==> config.mk <==
export PLATFORM = sky130hd
export DESIGN_NAME = rx_lock_ctrl
export DESIGN_NICKNAME = d
export VERILOG_FILES = /design/src/rtl/rx_lock_ctrl.sv
export SDC_FILE = /design/constraint.sdc
export NUM_CORES = 1
export LEC_CHECK = 0
export CAP_MARGIN = 30
export CORE_AREA = 2 2 93 95
export DETAILED_ROUTE_END_ITERATION = 7
export DIE_AREA = 0 0 95 97
export PLACE_DENSITY = 0.68
export SYNTH_ARGS = -nofsm -noshare
export SYNTH_HDL_FRONTEND = slang
export SYNTH_SLANG_ARGS = --single-unit
==> constraint.sdc <==
create_clock -name clk_i -period 4.9 [get_ports clk_i]
set_input_delay 0.49 -clock clk_i [delete_from_list [all_inputs] [get_ports clk_i]]
set_output_delay 0.49 -clock clk_i [all_outputs]
set_load 0.01 [all_outputs]
==> src/rtl/rx_lock_ctrl.sv <==
// Block-lock controller for a 64b/66b receiver: commits a stable header offset
// from the seeker, verifies it against incoming sync headers, and monitors lock.
module rx_lock_ctrl #(
  parameter int unsigned STABLE_CNT  = 16,
  parameter int unsigned GOOD_HDR    = 64,
  parameter int unsigned BAD_HDR_MAX = 16,
  parameter int unsigned WINDOW      = 64
) (
  input  logic       clk_i,
  input  logic       rst_i,
  input  logic [6:0] seek_offset_i,
  input  logic       seek_dv_i,
  input  logic [1:0] hdr_i,
  input  logic       hdr_dv_i,
  input  logic       force_resync_i,
  output logic [6:0] offset_o,
  output logic       offset_load_o,
  output logic       locked_o,
  output logic [1:0] state_o,
  output logic [7:0] relock_cnt_o
);

  typedef enum logic [1:0] {
    S_SEARCH = 2'b00,
    S_VERIFY = 2'b01,
    S_LOCKED = 2'b10,
    S_RESYNC = 2'b11
  } state_t;

  state_t     state_q, state_d;
  logic [6:0] cand_q, cand_d;
  logic [6:0] offset_q, offset_d;
  logic       load_q, load_d;
  logic [7:0] stable_q, stable_d;
  logic [7:0] good_q, good_d;
  logic [7:0] win_q, win_d;
  logic [7:0] bad_q, bad_d;
  logic [7:0] relock_q, relock_d;
  logic       hdr_valid;

  function automatic logic [7:0] sat_inc(input logic [7:0] v);
    return (v == 8'hFF) ? v : v + 8'd1;
  endfunction

  assign hdr_valid = (hdr_i == 2'b01) || (hdr_i == 2'b10);

  always_comb begin
    state_d  = state_q;
    cand_d   = cand_q;
    offset_d = offset_q;
    load_d   = 1'b0;
    stable_d = stable_q;
    good_d   = good_q;
    win_d    = win_q;
    bad_d    = bad_q;
    relock_d = relock_q;

    case (state_q)
      S_SEARCH: begin
        if (seek_dv_i) begin
          if (seek_offset_i <= 7'd65) begin
            if (seek_offset_i == cand_q) begin
              stable_d = sat_inc(stable_q);
            end else begin
              cand_d   = seek_offset_i;
              stable_d = 8'd1;
            end
            if (stable_d == 8'(STABLE_CNT)) begin
              offset_d = cand_d;
              load_d   = 1'b1;
              state_d  = S_VERIFY;
              stable_d = '0;
              good_d   = '0;
              win_d    = '0;
              bad_d    = '0;
            end
          end else begin
            stable_d = '0;
          end
        end
      end
      S_VERIFY: begin
        // load_q is high only in the first VERIFY cycle, so it masks that header
        if (hdr_dv_i && !load_q) begin
          if (hdr_valid) begin
            good_d = sat_inc(good_q);
            if (good_d == 8'(GOOD_HDR)) state_d = S_LOCKED;
          end else begin
            state_d  = S_SEARCH;
            cand_d   = '0;
            stable_d = '0;
            good_d   = '0;
            win_d    = '0;
            bad_d    = '0;
          end
        end
      end
      S_LOCKED: begin
        if (hdr_dv_i) begin
          win_d = sat_inc(win_q);
          if (!hdr_valid) bad_d = sat_inc(bad_q);
          if (bad_d == 8'(BAD_HDR_MAX)) begin
            state_d = S_RESYNC;
          end else if (win_d == 8'(WINDOW)) begin
            win_d = '0;
            bad_d = '0;
          end
        end
      end
      S_RESYNC: state_d = S_SEARCH;
      default:  state_d = S_SEARCH;
    endcase

    // Forced resync also cancels a commit decided in the same cycle
    if (force_resync_i && state_q != S_RESYNC) begin
      state_d  = S_RESYNC;
      offset_d = offset_q;
      load_d   = 1'b0;
    end

    if (state_d == S_RESYNC && state_q != S_RESYNC) begin
      relock_d = sat_inc(relock_q);
      cand_d   = '0;
      stable_d = '0;
      good_d   = '0;
      win_d    = '0;
      bad_d    = '0;
    end
  end

  always_ff @(posedge clk_i) begin
    if (rst_i) begin
      state_q  <= S_SEARCH;
      cand_q   <= '0;
      offset_q <= '0;
      load_q   <= 1'b0;
      stable_q <= '0;
      good_q   <= '0;
      win_q    <= '0;
      bad_q    <= '0;
      relock_q <= '0;
    end else begin
      state_q  <= state_d;
      cand_q   <= cand_d;
      offset_q <= offset_d;
      load_q   <= load_d;
      stable_q <= stable_d;
      good_q   <= good_d;
      win_q    <= win_d;
      bad_q    <= bad_d;
      relock_q <= relock_d;
    end
  end

  assign offset_o      = offset_q;
  assign offset_load_o = load_q;
  assign locked_o      = (state_q == S_LOCKED);
  assign state_o       = state_q;
  assign relock_cnt_o  = relock_q;

endmodule

==> results.md, run 1 <==
- In this run the critical register-to-register path is launched from stable_q[0].
- The largest single stage delay on the critical path is 0.71 ns.
- The headroom to the max-slew limit is 49.6%.
- In this run the worst path has a maximum fanout of 10.
- The count of antenna diodes in the layout is 0.
- The cell count after synthesis is 429.
- TritonCTS built the clock tree.
- The layout overhead on the synthesized area is 15.7%.
- The clock latency on the worst-skew pair is 0.34 ns.
- The number of different library cells in the post-synthesis netlist is 63.
- After clock tree synthesis, the repair step resized 0 gates.
- The arrival time at the worst endpoint is 3.65 ns.
- The first detailed-routing pass ran for 4 iterations.
- Of all cell types, the one taking the most synthesized area is dfxtp_1.
- The flop and latch count out of synthesis is 57.
- The portion of synthesized cell area occupied by the leading cell type is 33.2%.
- The met3 usage is 5.61%.
- The global placer's final weighted congestion is 0.844.
- The average cell area after synthesis is 8.00 um2.
- After clock tree synthesis, the setup repair step added 0 buffers.
- The end of the worst hold path is good_q[1].
- The fraction of registers with async set or reset after synthesis is 0%.
- The longest clock path from root to sink contains 2 buffers.
- The number of pins with negative max-slew slack in the final report is 0.
- The sequential fraction of design power is 44.1%.
- For this run, global-route usage on met2 was measured as 29.8%.
- The global routing stage identified its most utilized layer as met2.
- Summed over all cells, the static leakage comes to 1.37 nW.
- Combinational logic is responsible for 10.0% of the overall power.
- The final cell count without fillers is 557.
- The final-report hold violation count was 0.
- After clock tree synthesis, the clock-pin slew on the worst setup and hold paths is 0.06 ns.
- After the first detailed-routing iteration, the DRC count stood at 219.
- The critical path launch point type is an input pin.
- The number of warnings reported in the yosys synthesis log is 0.
- After layout, the worst path uses 70.4% of the clock period.
- The portion of total power attributed to the clock network is 45.9%.
- In the routed layout, each cell is associated on average with a via count of 5.92.
- The worst reg2reg path depth is 8.
- The critical path class is in2reg.
- Of the synthesized area, sequential elements account for 33.2%.
- The final layout contains routed wiring with a total length of 8270 um.
- The final-report setup violation count is 0.
- The count of flip-flops with a built-in enable after synthesis is 0.
- The setup skew after layout is 0.00929 ns.
- Entering global routing, the biggest net connects 40 pins.
- The routed design could run at a clock period as short as 3.45 ns.
- The flow ran to the end, and the final reports show no timing, DRC or antenna violations.
- The core region is 8130 um2.
- Measured along the x axis, the die boundary spans 95 um.
- For this run, the top clock speed supported by timing is 0.290 GHz.
- The prevailing post-synth register cell is dfxtp_1.
- Data on the critical path is required at its endpoint by 5.11 ns.
- After routing the design area is 3970 um2.
- The number of nets handed over by synthesis was 448.
- The worst hold path belongs to the class reg2reg.
- In the final timing run, aggregate negative setup slack is 0 ns.
- The clock drives 57 sinks.
- The most frequently used cell type in the post-synthesis netlist is dfxtp_1.
- The detailed-placement wirelength estimate is 5730 um.
- The overall track demand over capacity in global routing is 18.8%.
- The switching part of the total power is 24.1%.
- The commonest cells after synthesis are dfxtp_1, a21oi_1, nor2_1.
- The share of the core filled with cells in the final layout is 48.8%.
- Cells with a size suffix above 1 make up 7.96% of the layout.
- By area the synthesized netlist is led by dfxtp_1, a21oi_1, nor2_1.
- The pre-CTS setup slack is 1.11 ns.
- In the routed design, unresolved DRC markers number 0.
- The initial core utilization is 42.2%.
- The total overflow left after global routing is 0.
- The post-placement cell area is 3740 um2.
- The die outline area is 9220 um2.
- The number of antenna violations at the first check in global routing came to 0.
- In this run the core area contains 33 standard-cell rows.
- Summing every instance area after synthesis gives 3430 um2.
- The count of boundary I/O pins is 33.
- The clock tree synthesis step divided the H-tree into 3 levels.
- The net switching power of the design is 0.259 mW.
- In this run the remaining antenna-violating nets after routing total 0.
- The worst setup path is captured at a register.
- Across all setup checks in the final design, the least slack found is 1.45 ns.
- The actual slew at the worst max-slew pin is 0.750 ns.
- In this run the critical register-to-register path is captured at win_q[0].
- The register-to-register path setup slack is 1.87 ns.
- The total number of vias is 3300.
- From bottom edge to top edge, the die measures 97 um.
- The number of clock buffers added by TritonCTS is 9.
- The worst hold-check slack is 0.504 ns.
- Setup repair after global routing left no endpoint under its margin.
- The post-layout net count is 466.
- The peak ir drop on the vdd network is 0.197 mV.
- The first global-routing pass estimated 14100 um of wire.
- The largest individual stage delay along the critical path comes from the cell o31ai_2.
- The internal power of the cells is 0.816 mW.
- The design draws 1.07 mW.
- During placement, the flow inserted port buffers numbering 32.
- The clock tree root driver cell is clkbuf_8.
- The number of max-capacitance violations reported is 0.
- The signal on the critical path passes through clkdlybuf4s50_1, xnor2_1, a32oi_1, nand2b_1, o31ai_2, o21ai_1, a21oi_1, nor2_1.
- The startpoint of the worst hold path is good_q[1].
- The hold buffer count at cts is 0.
- The number of global-route vias before repair is 3093.
- After detailed routing, the average wire length per cell comes to 14.9 um.
- For this design the ratio of total power to cell area is 271 nW/um2.
- The number of instances in the placed design is 541.
- For met1 alone, demand over resource in global routing was 24.1%.
- Along the worst hold path, the cell count comes to 2.
==> per-layer routing <==
layer | share of wire [%] | wire length [um]
met1 | 47 | 3860
met2 | 48 | 3950
met3 | 4.4 | 367
met4 | 1.2 | 100
met5 | 0 | 0
==> cells in the final DEF (no fill, tap or decap), drive strengths merged, types with 6 or more instances in the layout <==
master / count
clkdlybuf4s50: 32
nor2: 45
o21ai: 14
clkbuf: 15
a21oi: 51
nand3: 21
nand4: 13
nand3b: 6
nand2: 26
nand2b: 7
dfxtp: 57
a22oi: 9
a211oi: 10
nor2b: 7
a21o: 10
xor2: 8
mux2i: 9
and3: 15
nor3: 23
==> final cells by class <==
class | instances | area [um2]
Fill cell | 784 | 4160
Timing Repair Buffer | 32 | 320
Clock inverter | 1 | 30.0
Tap cell | 105 | 131
Sequential cell | 57 | 1140
Clock buffer | 15 | 196
Inverter | 4 | 15.0
Multi-Input combinational cell | 343 | 2140
==> worst max-delay path by stage <==
stage	from	endpoint	slack [ns]	cells after the start
6_report	hdr_i[1]	win_q[0]	1.45	8
5_1_grt	hdr_i[1]	win_q[0]	1.11	8
4_1_cts	hdr_i[1]	win_q[0]	1.48	8
3_5_place_dp	hdr_i[1]	win_q[0]	1.11	8
3_3_place_gp	hdr_i[1]	win_q[1]	1.20	8
2_1_floorplan	hdr_i[1]	relock_cnt_o[5]	2.30	8
==> worst max-delay path, delay by kind of cell <==
family,cells,cell delay (ns)
AO/OA/AOI/OAI,4,1.55
XOR/XNOR,1,0.64
AND/OR/NAND/NOR,2,0.52
buffers and inverters,1,0.45
==> cell families after synthesis <==
kind of cell / count (synthesis) / synth area share, %
AND/OR/NAND/NOR: 187 / 29.0
AO/OA/AOI/OAI: 126 / 24.5
XOR/XNOR: 13 / 3.32
buffers and inverters: 29 / 4.52
adder cells (fa/ha/maj): 5 / 1.82
multiplexers: 12 / 3.61
flip-flops: 57 / 33.2
==> power groups by stage <==
stage | logic, mW | clock network (mW) | registers, mW
2_1_floorplan | 0.0707 | 0 | 0.484
3_3_place_gp | 0.105 | 0 | 0.484
3_5_place_dp | 0.107 | 0 | 0.484
4_1_cts | 0.107 | 0.501 | 0.474
5_1_grt | 0.119 | 0.526 | 0.475
6_report | 0.107 | 0.493 | 0.474
==> sequential cells by signal, summed over array words and instances (netlist names) <==
name,count
state_o,2
offset_o,7
stable_q,8
offset_load_o,1
bad_q,8
win_q,8
cand_q,7
good_q,8
relock_cnt_o,8
Note: power is estimated with default switching activity, not from simulation.
==> inputs of run 2 (changes only) <==
Settings changed: PLACE_DENSITY 0.68 to 0.7.
Clock period 4.9 ns to 3.1 ns, I/O delays scaled along.
==> run 2 against run 1 <==
  * Die area is the same
  * Sequential power grew 58%
  * Final cell count grew 3.4%
  * Routed wire length grew 4.3%
  * Register-to-register slack lost 1.6 ns
  * Combinational power grew 84%
  * Sequential cell count is the same
  * Non-clock buffer count grew 20
  * Total power grew 49%
  * Core utilization grew 1.3 points
  * Critical path type is now reg2reg
  * Critical endpoint is now offset_o[5]
  * Highest routed layer unchanged
==> results.md, run 2 (synthesized netlist as in run 1, its figures left out) <==
- The remaining design rule violation count is 0 (unchanged).
- The number of sinks driven by the clock tree is 57 (unchanged).
- The clock-pin slew on the worst setup and hold paths is 0.07 ns (about the same).
- The number of antenna violations at the first check in global routing is 0 (unchanged).
- The area growth from synthesis to layout is 18.7%.
- The post-cts gate resize count is 0 (unchanged).
- The level count of the clock H-tree was 3 (unchanged).
- The post-layout net count came to 486 (+4.3%).
- The post-CTS setup repair buffer count is 0 (unchanged).
- The flow ran to the end, and the final reports show no timing, DRC or antenna violations.
- The net switching power of the design is 0.424 mW (+64%).
- The switching part of the total power is 26.5% (+2.4 points).
- The total CTS buffers came to 9 (unchanged).
- In the finished design, the share of the clock period the worst path needs comes to 90.7%.
- The number of pins with negative max-slew slack in the final report came to 0 (unchanged).
- The clock latency on the worst-skew pair is 0.35 ns (about the same).
- The met1 track utilization from global routing is 25.7% (+1.6 points).
- The overall track demand over capacity in global routing is 19.8% (+0.94 points).
- The power per cell area is 392 nW/um2 (+45%).
- The sequential fraction of design power is 46.9% (+2.8 points).
- The leakage component of the power came to 1.45 nW (+5.8%).
- The cell family contributing the most delay on the critical path is simple AND/OR/NAND/NOR gates.
- The worst reg2reg path depth is 8 (unchanged).
- The type of the most critical hold path is reg2reg.
- met2 is the most crowded layer.
- The met3 usage came to 4.28% (-1.3 points).
- The wire length per cell after detailed routing came to 15.0 um (+0.89%).
- The endpoint required time on the critical path is 3.33 ns (-1.78 ns).
- Walking the worst path, the cells encountered are ha_1, or4b_2, a21oi_1, nand4_1, nand2b_1, nor2_2, mux2i_1, nor2_1.
- The number of detailed-routing iterations run before antenna repair is 5 (+1).
- The setup skew after layout is 0.00896 ns (-0.000324 ns).
- The initial core utilization was 42.2% (unchanged).
- The arrival time at the worst endpoint is 3.04 ns (-0.61 ns).
- The portion of total power attributed to the clock network is 40.8% (-5.1 points).
- The layout cell share with drive strength beyond 1 came to 11.9% (+3.9 points).
- The number of buffers between clock root and the deepest sink is 2 (unchanged).
- The count of antenna diodes in the layout was 0 (unchanged).
- The worst setup path is launched from a register.
- The initial detailed-routing violation count came to 187 (-15%).
- The number of buffers and inverters on the critical path is 0 (-1).
- The master of the slowest instance on the critical path is or4b_2.
- The critical path class is reg2reg.
- The maximum number of pins on one net before global-route repair was 22 (-45%).
- The post-detailed-route via-to-cell ratio is 5.88 (-0.78%).
- The final worst-path setup slack is 0.288 ns (-1.16 ns).
- The detailed-placement wirelength estimate is 6040 um (+5.3%).
- The number of antenna-violating nets in the routed design was 0 (unchanged).
- The number of global-route vias before repair is 3300 (+6.7%).
- The routing usage on met2 is 31.2% (+1.4 points).
- The most common cell after layout, fill and taps aside is dfxtp_1.
- The number of cell rows is 33 (unchanged).
- The final-layout setup total negative slack is 0 ns (unchanged).
- The number of I/O port buffers is 32 (unchanged).
- The final wirelength is 8630 um (+4.3%).
- The leftover overflow at the end of global routing was 0 (unchanged).
- The die outline area is 9220 um2 (unchanged).
- The clock tree root driver cell is clkbuf_8.
- The combinational share of power came to 12.3% (+2.3 points).
- The die width came to 95 um (unchanged).
- The number of cells traversed by the worst hold path is 2 (unchanged).
- The final-report setup violation count is 0 (unchanged).
- The logic depth of the worst path, buffers included is 8 (unchanged).
- The total number of vias is 3386 (+2.6%).
- In the layout the commonest cells are dfxtp_1, a21oi_1, nor2_1.
- The first-pass GRT wire length came to 14900 um (+5.5%).
- The top fanout value on the critical path is 7 (-3).
- The headroom to the max-slew limit is 56.9% (+7.2 points).
- The area of the core region is 8130 um2 (unchanged).
- The internal power of the cells is 1.17 mW (+44%).
- The CTS tree is built.
- The number of max-capacitance violations reported came to 0 (unchanged).
- The final-report hold violation count is 0 (unchanged).
- The hold buffer count at cts was 0 (unchanged).
- The count of boundary I/O pins was 33 (unchanged).
- Setup repair after global routing left no endpoint under its margin.
- The pre-CTS setup slack is 0.268 ns (-0.842 ns).
- The critical path capture point type is a register.
- The peak per-stage delay on the critical path is 0.61 ns (-0.10 ns).
- The peak ir drop on the vdd network is 0.313 mV (+59%).
- Based on the critical path, the design can be clocked at up to 0.356 GHz.
- Counting I/O delays and the setup requirement, the final critical path takes 2.81 ns.
- The global placer's final weighted congestion is 0.903 (+7.1%).
- The actual slew at the worst max-slew pin is 0.641 ns (-0.109 ns).
- The height of the die was 97 um (unchanged).
run 2: cell count changes in the layout (fill, tap and decap cells not counted):
cell / previous run / this run
buf_4: 0 / 20
clkinv_2: 0 / 3
clkbuf_8: 14 / 12
bufinv_16: 1 / 0
clkbuf_1: 1 / 0
run 2: tightest hold or removal path: cells and delay by family (launching register included):
family,cells,cell delay [ns]
AO/OA/AOI/OAI,1,0.05
flip-flops,1,0.34
AND/OR/NAND/NOR,1,0.06
run 2: per-stage QoR:
| stage | utilization [%] | cell area (um2) | instances | total power [mW] | hold WS, ns |
|---|---|---|---|---|---|
| after floorplan | - | 3430 | 429 | 0.877 | 0.457 |
| after global placement | 47.9 | 3890 | 561 | 0.957 | 0.480 |
| after detailed placement | 47.9 | 3890 | 561 | 0.960 | 0.488 |
| after CTS | 50.1 | 4070 | 576 | 1.61 | 0.498 |
| after global routing | 50.1 | 4070 | 576 | 1.66 | 0.526 |
| final | 50.1 | 4070 | 576 | 1.60 | 0.497 |
run 2: area by class of cell:
| cell class | instances | area [um2] |
|---|---|---|
| Clock inverter | 3 | 15.0 |
| Multi-Input combinational cell | 343 | 2140 |
| Sequential cell | 57 | 1140 |
| Inverter | 4 | 15.0 |
| Timing Repair Buffer | 52 | 470 |
| Fill cell | 794 | 4060 |
| Tap cell | 105 | 131 |
| Clock buffer | 12 | 165 |
run 2: final timing paths:
kind / startpoint / endpoint / slack (ns)
setup / recovery: stable_q[1] / offset_o[5] / 0.29
hold reg to reg: good_q[1] / good_q[1] / 0.50
setup reg to reg: stable_q[1] / offset_o[5] / 0.29
hold / removal: good_q[1] / good_q[1] / 0.50
run 2: layer usage:
| layer | share of wire, % | vias up |
|---|---|---|
| li1 | - | 1678 |
| met2 | 47 | 96 |
| met3 | 5.5 | 17 |
| met5 | 0 | - |
| met1 | 45 | 1595 |
| met4 | 2.0 | 0 |
run 2: power by group through the flow:
stage / logic (mW) / registers [mW] / clock network (mW)
after floorplan: 0.112 / 0.765 / 0
after CTS: 0.195 / 0.749 / 0.668
final: 0.197 / 0.749 / 0.653
after global routing: 0.216 / 0.750 / 0.697
after global placement: 0.192 / 0.765 / 0
after detailed placement: 0.194 / 0.765 / 0
